File: config.mk
export PLATFORM = sky130hd
export DESIGN_NAME = dd_scan_driver
export DESIGN_NICKNAME = d
export VERILOG_FILES = /design/src/rtl/dd_scan_driver.sv
export SDC_FILE = /design/constraint.sdc
export NUM_CORES = 1
export LEC_CHECK = 0
export ABC_AREA = 0
export BUFFER_PORTS_ARGS = -buffer_cell sky130_fd_sc_hd__buf_2
export CELL_PAD_IN_SITES_DETAIL_PLACEMENT = 1
export CELL_PAD_IN_SITES_GLOBAL_PLACEMENT = 2
export CORE_MARGIN = 1
export CORE_UTILIZATION = 35
export CTS_CLUSTER_SIZE = 16
export DETAILED_ROUTE_END_ITERATION = 12
export GPL_TIMING_DRIVEN = 0
export PLACE_DENSITY_LB_ADDON = 0.2
export SETUP_SLACK_MARGIN = 0.3
export SKIP_CTS_REPAIR_TIMING = 1
export SYNTH_ARGS = -nofsm -noshare
export SYNTH_HDL_FRONTEND = slang
export SYNTH_SLANG_ARGS = --single-unit
File: constraint.sdc
create_clock -name clk -period 2.75 [get_ports clk]
set_input_delay 0.1375 -clock clk [delete_from_list [all_inputs] [get_ports clk]]
set_output_delay 0.1375 -clock clk [all_outputs]
set_load 0.02 [all_outputs]
File: src/rtl/dd_scan_driver.sv
// dd_scan_driver: time-multiplexed 4-digit 7-segment scan driver.
//
// Scans one shared segment bus across four digits, dwelling SCAN_COUNT cycles
// per digit. Display words are written into a shadow buffer and committed to
// the active buffer only at frame end (digit 3 terminal count), so a frame
// never shows a mix of old and new data.
//
// Optional feature macro: DD_BLANK_EN
//   When defined, ddGate is held at 4'b0000 for the last BLANK_CYCLES cycles
//   of every slot (anti-ghosting dead time). ddOut is still driven.
//
// Ports:
//   clk        in   1   system clock
//   rst        in   1   asynchronous reset, active-high
//   ddIn       in   32  display word; digit0=[31:24] .. digit3=[7:0]
//   ddWrEn     in   1   write strobe; captures ddIn into the shadow buffer
//   ddOut      out  8   segment pattern of the digit currently gated
//   ddGate     out  4   one-hot digit enable; bit i selects digit i
//   ddPending  out  1   shadow holds a word not yet committed
//   frameDone  out  1   1-cycle pulse after digit 3's slot ends

module dd_scan_driver #(
    parameter int unsigned            COUNT_WIDTH  = 28,
    parameter logic [COUNT_WIDTH-1:0] SCAN_COUNT   = COUNT_WIDTH'(28'h3000),
    parameter int unsigned            BLANK_CYCLES = 16
) (
    input  logic        clk,
    input  logic        rst,
    input  logic [31:0] ddIn,
    input  logic        ddWrEn,
    output logic [7:0]  ddOut,
    output logic [3:0]  ddGate,
    output logic        ddPending,
    output logic        frameDone
);

    localparam logic [COUNT_WIDTH-1:0] TcValue = SCAN_COUNT - COUNT_WIDTH'(1);

    logic [COUNT_WIDTH-1:0] cnt_q, cnt_d;
    logic [1:0]             digit_q, digit_d;
    logic [31:0]            active_q, active_d;
    logic [31:0]            shadow_q, shadow_d;
    logic                   pending_q, pending_d;
    logic [7:0]             out_q, out_d;
    logic [3:0]             gate_q, gate_d;
    logic                   frame_done_q, frame_done_d;

    logic tc;
    logic frame_end;
    logic blank;

    assign tc        = (cnt_q == TcValue);
    assign frame_end = tc && (digit_q == 2'd3);

`ifdef DD_BLANK_EN
    localparam logic [COUNT_WIDTH-1:0] BlankStart = SCAN_COUNT - COUNT_WIDTH'(BLANK_CYCLES);
    assign blank = (cnt_q >= BlankStart);
`else
    logic unused_blank_cycles;
    assign unused_blank_cycles = ^BLANK_CYCLES;
    assign blank               = 1'b0;
`endif

    always_comb begin
        cnt_d        = cnt_q + COUNT_WIDTH'(1);
        digit_d      = digit_q;
        active_d     = active_q;
        shadow_d     = shadow_q;
        pending_d    = pending_q;
        out_d        = 8'h00;
        gate_d       = 4'b0000;
        frame_done_d = frame_end;

        if (tc) begin
            cnt_d   = '0;
            digit_d = digit_q + 2'd1;
        end

        // Commit uses the pre-write shadow; a colliding write stays pending
        // and lands at the following frame end.
        if (frame_end && pending_q) begin
            active_d  = shadow_q;
            pending_d = 1'b0;
        end

        if (ddWrEn) begin
            shadow_d  = ddIn;
            pending_d = 1'b1;
        end

        unique case (digit_q)
            2'd0: out_d = active_q[31:24];
            2'd1: out_d = active_q[23:16];
            2'd2: out_d = active_q[15:8];
            2'd3: out_d = active_q[7:0];
            default: out_d = 8'h00;
        endcase

        if (!blank) begin
            gate_d = 4'b0001 << digit_q;
        end
    end

    always_ff @(posedge clk or posedge rst) begin
        if (rst) begin
            cnt_q        <= '0;
            digit_q      <= 2'd0;
            active_q     <= 32'h0;
            shadow_q     <= 32'h0;
            pending_q    <= 1'b0;
            out_q        <= 8'h00;
            gate_q       <= 4'b0000;
            frame_done_q <= 1'b0;
        end else begin
            cnt_q        <= cnt_d;
            digit_q      <= digit_d;
            active_q     <= active_d;
            shadow_q     <= shadow_d;
            pending_q    <= pending_d;
            out_q        <= out_d;
            gate_q       <= gate_d;
            frame_done_q <= frame_done_d;
        end
    end

    assign ddOut     = out_q;
    assign ddGate    = gate_q;
    assign ddPending = pending_q;
    assign frameDone = frame_done_q;

endmodule
==> reports/qor.txt, run 1 <==
=====================================================================================
Number of buffers between clock root and the deepest sink                           2
Flops & latches, synth                                                            108
Endpoint kind of the worst setup timing path                                 register
Violated checks                                                           hold timing
Post-route cell area                                                         5360 um2
Startpoint Class                                                             register
Worst-case clock skew                                                      0.00889 ns
Detailed-route via count                                                         2681
Layout overhead on the synthesized area                                         17.9%
Seq/Total Area, Yosys                                                           0.594
Net count after synthesis                                                         357
Share of final-layout standard cells stronger than drive strength 1             0.371
Total cell area at the placement stage                                       5040 um2
Capture point of the worst path                                           active_q[6]
Wire length of the first global-routing pass                                  14.9 mm
Total standard cell area after synthesis                                     4550 um2
Power density over cell area                                               584 nW/um2
Clock-pin slew of the registers on the worst-case setup and hold paths        0.07 ns
Antenna-violating nets left                                                         0
Number of global-route vias before repair                                        2804
Clock sink count                                                                  108
Number of cell rows                                                                41
Count of pins on the block boundary                                                49
Global-route congestion overflow total                                              0
Detail Placement HPWL                                                         6.34 mm
Slowest cell on the critical path                                        sky130_fd_sc_hd__dfrtp_1
Width of the chip                                                              116 um
Arrival time of the worst setup path                                          2.24 ns
Period utilisation layout                                                       0.729
Worst reg-to-reg setup slack                                                  0.74 ns
Initial Util                                                                    0.360
Area fraction of the dominant cell type after synthesis                         0.594
Mean cell area of the mapped netlist                                         14.3 um2
Timing startpoint of the critical path                                      cnt_q[24]
Data required time at the worst endpoint                                      2.99 ns
Post-synth EDFFs                                                                    0
Via density per instance                                                         4.83
Hold/Removal Path Class                                                      in2async
Count of max-cap constraint violations                                              0
Post-layout minimum cycle time                                                2.01 ns
Setup repair after global routing missed its margin                                no
Multiplexer fraction of the synthesized cell area                               0.206
Height of the die                                                              116 um
Launch point of the worst reg-to-reg path                                   cnt_q[24]
Post-route worst setup slack                                                 0.744 ns
Cell depth of the worst flop-to-flop path                                           5
Post-Synth Simple-Gate Area                                                    0.0883
H-Tree Depth                                                                        3
Count of unique library cells instantiated by Yosys                                28
Nets                                                                              418
Number of hold violations in the final report                                      38
Largest stage delay on the critical path                                      0.42 ns
Number of pins exceeding their max-slew limit in the final report                   0
Wire per inst                                                                 16.6 um
Synth warnings                                                                      0
Maximum number of pins on one net before global-route repair                       40
Post-synthesis adder-cell area fraction                                        0.0138
Run status                                                               finished with violations
Critical path, cell by cell                                              nor4_1 -> and4_2 -> nand4_4 -> buf_6 -> mux2_4
Maximum operating frequency                                                   498 MHz
Routed Wire Length                                                            9.19 mm
Number of remaining DRC errors                                                      0
Core region area                                                            12600 um2
Initial antenna violation count                                                     0
Setup Total Neg Slack                                                            0 ns
Core Util, Final                                                                0.425
Total Die Area                                                              13500 um2
Weighted congestion at the end of routability-driven global placement           0.715
Root buffer selected by CTS                                              sky130_fd_sc_hd__clkbuf_16
TritonCTS clock tree                                                            built
Synthesized-area fraction occupied by xor and xnor cells                       0.0481
Clock insertion delay at the later pin of the skew report                     0.36 ns
Crit Path Category                                                            reg2reg
Number of instances in the synthesized netlist                                    317
Hold_ws                                                                    -0.0433 ns
Synth area leaders                                                       sky130_fd_sc_hd__dfrtp_1 (59%), sky130_fd_sc_hd__mux2_4 (9.9%), sky130_fd_sc_hd__mux2_2 (8.9%), sky130_fd_sc_hd__xor2_1 (3.3%), sky130_fd_sc_hd__a222oi_1 (1.8%)
Worst r2r dst                                                             active_q[6]
Setup violation total in the final timing report                                    0
Leakage power figure                                                          2.68 nW
TritonCTS buffer count                                                              9
Antenna diode instance count                                                        0
Dominant combinational cell family by area after synthesis               multiplexers
Max transition margin                                                           0.409
IR Drop Worst-Case VDD                                                     0.000299 V
Slew at the pin with the worst max-slew slack                                0.885 ns
Share of the synthesized area in compound gates (AO/OA/AOI/OAI)                0.0209
Count of buffers inserted at the top-level ports                                   47
Cell taking the most area after synthesis                                sky130_fd_sc_hd__dfrtp_1
Async SR Flop Fraction                                                           1.00
Predominant post-synthesis flop cell                                     sky130_fd_sc_hd__dfrtp_1
Overall track demand over capacity in global routing                            0.153
Setup WS pre-CTS                                                             0.728 ns
Largest driver fanout on the critical path                                         10
Number of DRC violations after detailed-routing iteration 0                       129
First drt pass iteration count                                                      5
=====================================================================================
critical path, delay by kind of cell, from the launching register on:
kind                   cells  cell delay, ns
and+or+nand+nor            3            0.95
muxes                      1            0.30
buffers and inverters      1            0.22
DFF                        1            0.42
per-stage QoR:
stage          power, mW  cells
3_3_place_gp        1.81    536
3_5_place_dp        1.82    538
4_1_cts             3.18    554
2_1_floorplan       1.76    317
5_1_grt             3.26    555
6_report            3.13    555
Yosys cell counts, types with 6 or more instances:
master and instances:
sky130_fd_sc_hd__dfrtp_1 108, sky130_fd_sc_hd__mux2_2 36, sky130_fd_sc_hd__mux2_4 30, sky130_fd_sc_hd__xor2_1 17, sky130_fd_sc_hd__inv_1 15, sky130_fd_sc_hd__nand3_1 10
sky130_fd_sc_hd__nor4_1 10, sky130_fd_sc_hd__a222oi_1 8, sky130_fd_sc_hd__mux2i_1 8, sky130_fd_sc_hd__nand2_1 8, sky130_fd_sc_hd__nor2_1 8, sky130_fd_sc_hd__xnor2_1 8
sky130_fd_sc_hd__clkbuf_1 7, sky130_fd_sc_hd__and3_1 6, sky130_fd_sc_hd__and4_1 6, sky130_fd_sc_hd__nor3_1 6
sequential cells by signal, summed over array words and instances (netlist names):
name       flops
active_q      32
shadow_q      32
cnt_q         28
ddOut          8
ddGate         4
digit_q        2
ddPending      1
frameDone      1
cell families after synthesis:
family / count (synthesis)
AO/OA/AOI/OAI: 10
XOR/XNOR: 25
adder cells (fa/ha/maj): 5
buffers and inverters: 28
flip-flops: 108
multiplexers: 74
AND/OR/NAND/NOR: 67
placed cells by master (no fill, tap or decap):
cell type | Yosys | final
sky130_fd_sc_hd__a21o_1 | 1 | 1
sky130_fd_sc_hd__a222oi_1 | 8 | 8
sky130_fd_sc_hd__and2_1 | 2 | 2
sky130_fd_sc_hd__and3_1 | 6 | 6
sky130_fd_sc_hd__and4_1 | 6 | 6
sky130_fd_sc_hd__and4_2 | 1 | 1
sky130_fd_sc_hd__buf_12 | 0 | 2
sky130_fd_sc_hd__buf_2 | 3 | 50
sky130_fd_sc_hd__buf_6 | 3 | 3
sky130_fd_sc_hd__bufinv_16 | 0 | 1
sky130_fd_sc_hd__clkbuf_1 | 7 | 7
sky130_fd_sc_hd__clkbuf_16 | 0 | 9
sky130_fd_sc_hd__clkbuf_8 | 0 | 1
sky130_fd_sc_hd__clkinv_2 | 0 | 2
sky130_fd_sc_hd__clkinv_4 | 0 | 1
sky130_fd_sc_hd__clkinvlp_4 | 0 | 1
sky130_fd_sc_hd__dfrtp_1 | 108 | 108
sky130_fd_sc_hd__dlygate4sd3_1 | 0 | 1
sky130_fd_sc_hd__ha_1 | 5 | 5
sky130_fd_sc_hd__inv_1 | 15 | 14
sky130_fd_sc_hd__inv_8 | 0 | 2
sky130_fd_sc_hd__mux2_2 | 36 | 36
sky130_fd_sc_hd__mux2_4 | 30 | 30
sky130_fd_sc_hd__mux2i_1 | 8 | 8
sky130_fd_sc_hd__nand2_1 | 8 | 8
sky130_fd_sc_hd__nand3_1 | 10 | 10
sky130_fd_sc_hd__nand4_1 | 5 | 5
sky130_fd_sc_hd__nand4_4 | 1 | 1
sky130_fd_sc_hd__nor2_1 | 8 | 8
sky130_fd_sc_hd__nor2_2 | 1 | 1
sky130_fd_sc_hd__nor2b_1 | 2 | 2
sky130_fd_sc_hd__nor3_1 | 6 | 6
sky130_fd_sc_hd__nor4_1 | 10 | 10
sky130_fd_sc_hd__nor4b_2 | 1 | 1
sky130_fd_sc_hd__o21bai_1 | 1 | 1
sky130_fd_sc_hd__xnor2_1 | 8 | 8
sky130_fd_sc_hd__xor2_1 | 17 | 17
final cells by class:
class,count,area (um2)
inverters,15,60.1
multi-input cells,181,1710
clock inverters,6,71.3
plain buffers,13,75.1
fillers,1322,7260
clock buffers,10,239
flip-flops and latches,108,2700
repair buffers,50,285
well taps,172,215
report_power, final:
group	total (mW)	switching (mW)	leakage, nW	internal, mW
combinational	0.131	0.0627	1.11	0.0678
sequential	1.66	0.0237	1.41	1.63
clock	1.34	0.600	0.156	0.742
total	3.13	0.686	2.68	2.44
layer usage:
| layer | GRT usage | vias up | share of wire |
|---|---|---|---|
| met5 | 0 | - | 0 |
| met4 | 0.0769 | 0 | 0.022 |
| met3 | 0.0293 | 12 | 0.026 |
| met2 | 0.233 | 36 | 0.46 |
| met1 | 0.209 | 1385 | 0.49 |
| li1 | - | 1248 | - |
worst min-delay path by stage:
stage,slack [ns],startpoint,depth (start not counted),endpoint
floorplan,0.29,ddIn[28],1,shadow_q[28]
global placement,0.37,ddIn[23],2,shadow_q[23]
detailed placement,0.36,rst,2,cnt_q[6]
CTS,-0.03,rst,2,cnt_q[6]
global route,0.006,ddIn[24],2,shadow_q[24]
finish,-0.04,rst,2,cnt_q[4]
No activity file was read; power rests on OpenSTA's default activity.
==> inputs of run 2 (changes only) <==
Clock period 2.75 ns to 1.8 ns, I/O delays scaled along.
==> run 2 against run 1 <==
Compared with the run above:
- the flow finishes with violations (setup timing)
- die area stayed put
- routed wire length grew 15%
- combinational power grew 99%
- global-route usage rose by 0.40 points
- clock power increased by 51%
- sequential power increased by 53%
- sequential cell count stayed put
- non-clock buffer count rose by 57
- first-iteration DRC count grew 23%
- via count grew 10%
- count of clock-buffer cells in the layout is 2 higher
==> reports/qor.txt, run 2 (synthesis results as in run 1) <==
=====================================================================================
Period utilisation layout                                                        1.05
Worst-case clock skew                                                       0.0113 ns
Post-layout minimum cycle time                                                1.89 ns
Setup Total Neg Slack                                                        -2.31 ns
Count of buffers inserted at the top-level ports                                   47
Count of max-cap constraint violations                                              0
Final total power                                                             4.83 mW
Leakage power figure                                                          3.15 nW
Initial antenna violation count                                                     0
Total cell area at the placement stage                                       5110 um2
Setup repair after global routing missed its margin                               yes
Wire length of the first global-routing pass                                  15.4 mm
Routing usage on met3                                                          0.0324
Detail Placement HPWL                                                         6.53 mm
Crit Path Category                                                            reg2reg
Nets                                                                              475
Endpoint kind of the worst setup timing path                                 register
Largest driver fanout on the critical path                                         10
Number of remaining DRC errors                                                      0
Power density over cell area                                               763 nW/um2
Count of pins on the block boundary                                                49
Number of cell rows                                                                41
Violated checks                                                          setup timing
Core region area                                                            12600 um2
Root buffer selected by CTS                                              sky130_fd_sc_hd__clkbuf_16
Number of pins exceeding their max-slew limit in the final report                   0
Worst reg-to-reg setup slack                                                 -0.09 ns
Run status                                                               finished with violations
Layout overhead on the synthesized area                                         39.1%
Antenna-violating nets left                                                         0
Maximum number of pins on one net before global-route repair                       36
Setup violation total in the final timing report                                   31
Detailed-route via count                                                         2950
H-Tree Depth                                                                        3
Slew at the pin with the worst max-slew slack                                0.747 ns
Layer with the highest usage after global routing                                met2
Overall track demand over capacity in global routing                            0.157
Biggest registers after layout                                           active_q: 32 flops, shadow_q: 32 flops, cnt_q: 28 flops
Number of global-route vias before repair                                        2849
Hold/Removal Path Class                                                        in2reg
Height of the die                                                              116 um
Maximum operating frequency                                                   529 MHz
Clock sink count                                                                  108
Wire per inst                                                                 17.3 um
TritonCTS clock tree                                                            built
IR Drop Worst-Case VDD                                                     0.000418 V
Global-route congestion overflow total                                              0
Number of hold violations in the final report                                       0
Width of the chip                                                              116 um
First drt pass iteration count                                                      4
Met1 track demand over resource in global routing                               0.219
Data required time at the worst endpoint                                      2.04 ns
Commonest cells after routing, fill and taps aside                       sky130_fd_sc_hd__dfrtp_1 (98), sky130_fd_sc_hd__buf_2 (47), sky130_fd_sc_hd__mux2_2 (34)
Share of final-layout standard cells stronger than drive strength 1             0.489
Initial Util                                                                    0.360
Number of DRC violations after detailed-routing iteration 0                       159
Clock-pin slew of the registers on the worst-case setup and hold paths        0.07 ns
Routed Wire Length                                                            10.6 mm
Post-route worst setup slack                                               -0.0897 ns
Post-route cell area                                                         6330 um2
Setup WS pre-CTS                                                            -0.163 ns
Met2 Usage GRT                                                                  0.232
TritonCTS buffer count                                                              9
Arrival time of the worst setup path                                          2.13 ns
Total Die Area                                                              13500 um2
Startpoint Class                                                             register
Hold_ws                                                                      0.164 ns
Weighted congestion at the end of routability-driven global placement           0.697
Number of buffers between clock root and the deepest sink                           2
Max transition margin                                                           0.502
Via density per instance                                                         4.82
Antenna diode instance count                                                        0
Most common library cell in the layout ignoring fill and taps            sky130_fd_sc_hd__dfrtp_1
Clock insertion delay at the later pin of the skew report                     0.36 ns
=====================================================================================
[run 2: cell count changes in the layout (fill, tap and decap cells not counted), sizes merged]
cell,delta
dlygate4sd3,+32
buf,+27
inv,-1
clkinv,-1
[run 2: where the power goes]
part	internal, mW	leakage (nW)	switching, mW
logic	0.153	1.61	0.108
clock network	1.13	0.147	0.898
registers	2.50	1.39	0.0402
[run 2: layout make-up]
type	instances	area, um2
fill	1296	6290
multi-input combinational	181	2070
timing repair buffer	107	836
clock buffer	12	246
clock inverter	4	56.3
tap	172	215
inverter	15	60.1
sequential	108	2720
buffer	13	125
[run 2: routing by layer]
| metal | vias to the layer above | part of all wire |
|---|---|---|
| li1 | 1364 | - |
| met1 | 1526 | 0.46 |
| met2 | 47 | 0.49 |
| met3 | 13 | 0.025 |
| met4 | 0 | 0.023 |
| met5 | - | 0 |
[run 2: per-stage QoR]
stage,utilization,cells
floorplan,-,317
global placement,0.400,536
detailed placement,0.405,539
CTS,0.429,555
global route,0.501,612
finish,0.501,612
[run 2: worst paths after layout]
check                          endpoint  startpoint  depth (start not counted)
min reg2reg                    cnt_q[6]    cnt_q[6]                          1
min                        shadow_q[30]      ddWrEn                          2
min in group asynchronous      cnt_q[1]         rst                          3
max in group asynchronous  active_q[27]         rst                          6
max reg2reg                active_q[29]   cnt_q[20]                          5
max                        active_q[29]   cnt_q[20]                          5
[run 2: critical path, stage by stage (launching register included)]
cell                      delay, ns
sky130_fd_sc_hd__dfrtp_2       0.44
sky130_fd_sc_hd__nor4_4        0.33
sky130_fd_sc_hd__and4_4        0.30
sky130_fd_sc_hd__nand4_4       0.17
sky130_fd_sc_hd__buf_6         0.22
sky130_fd_sc_hd__mux2_4        0.30
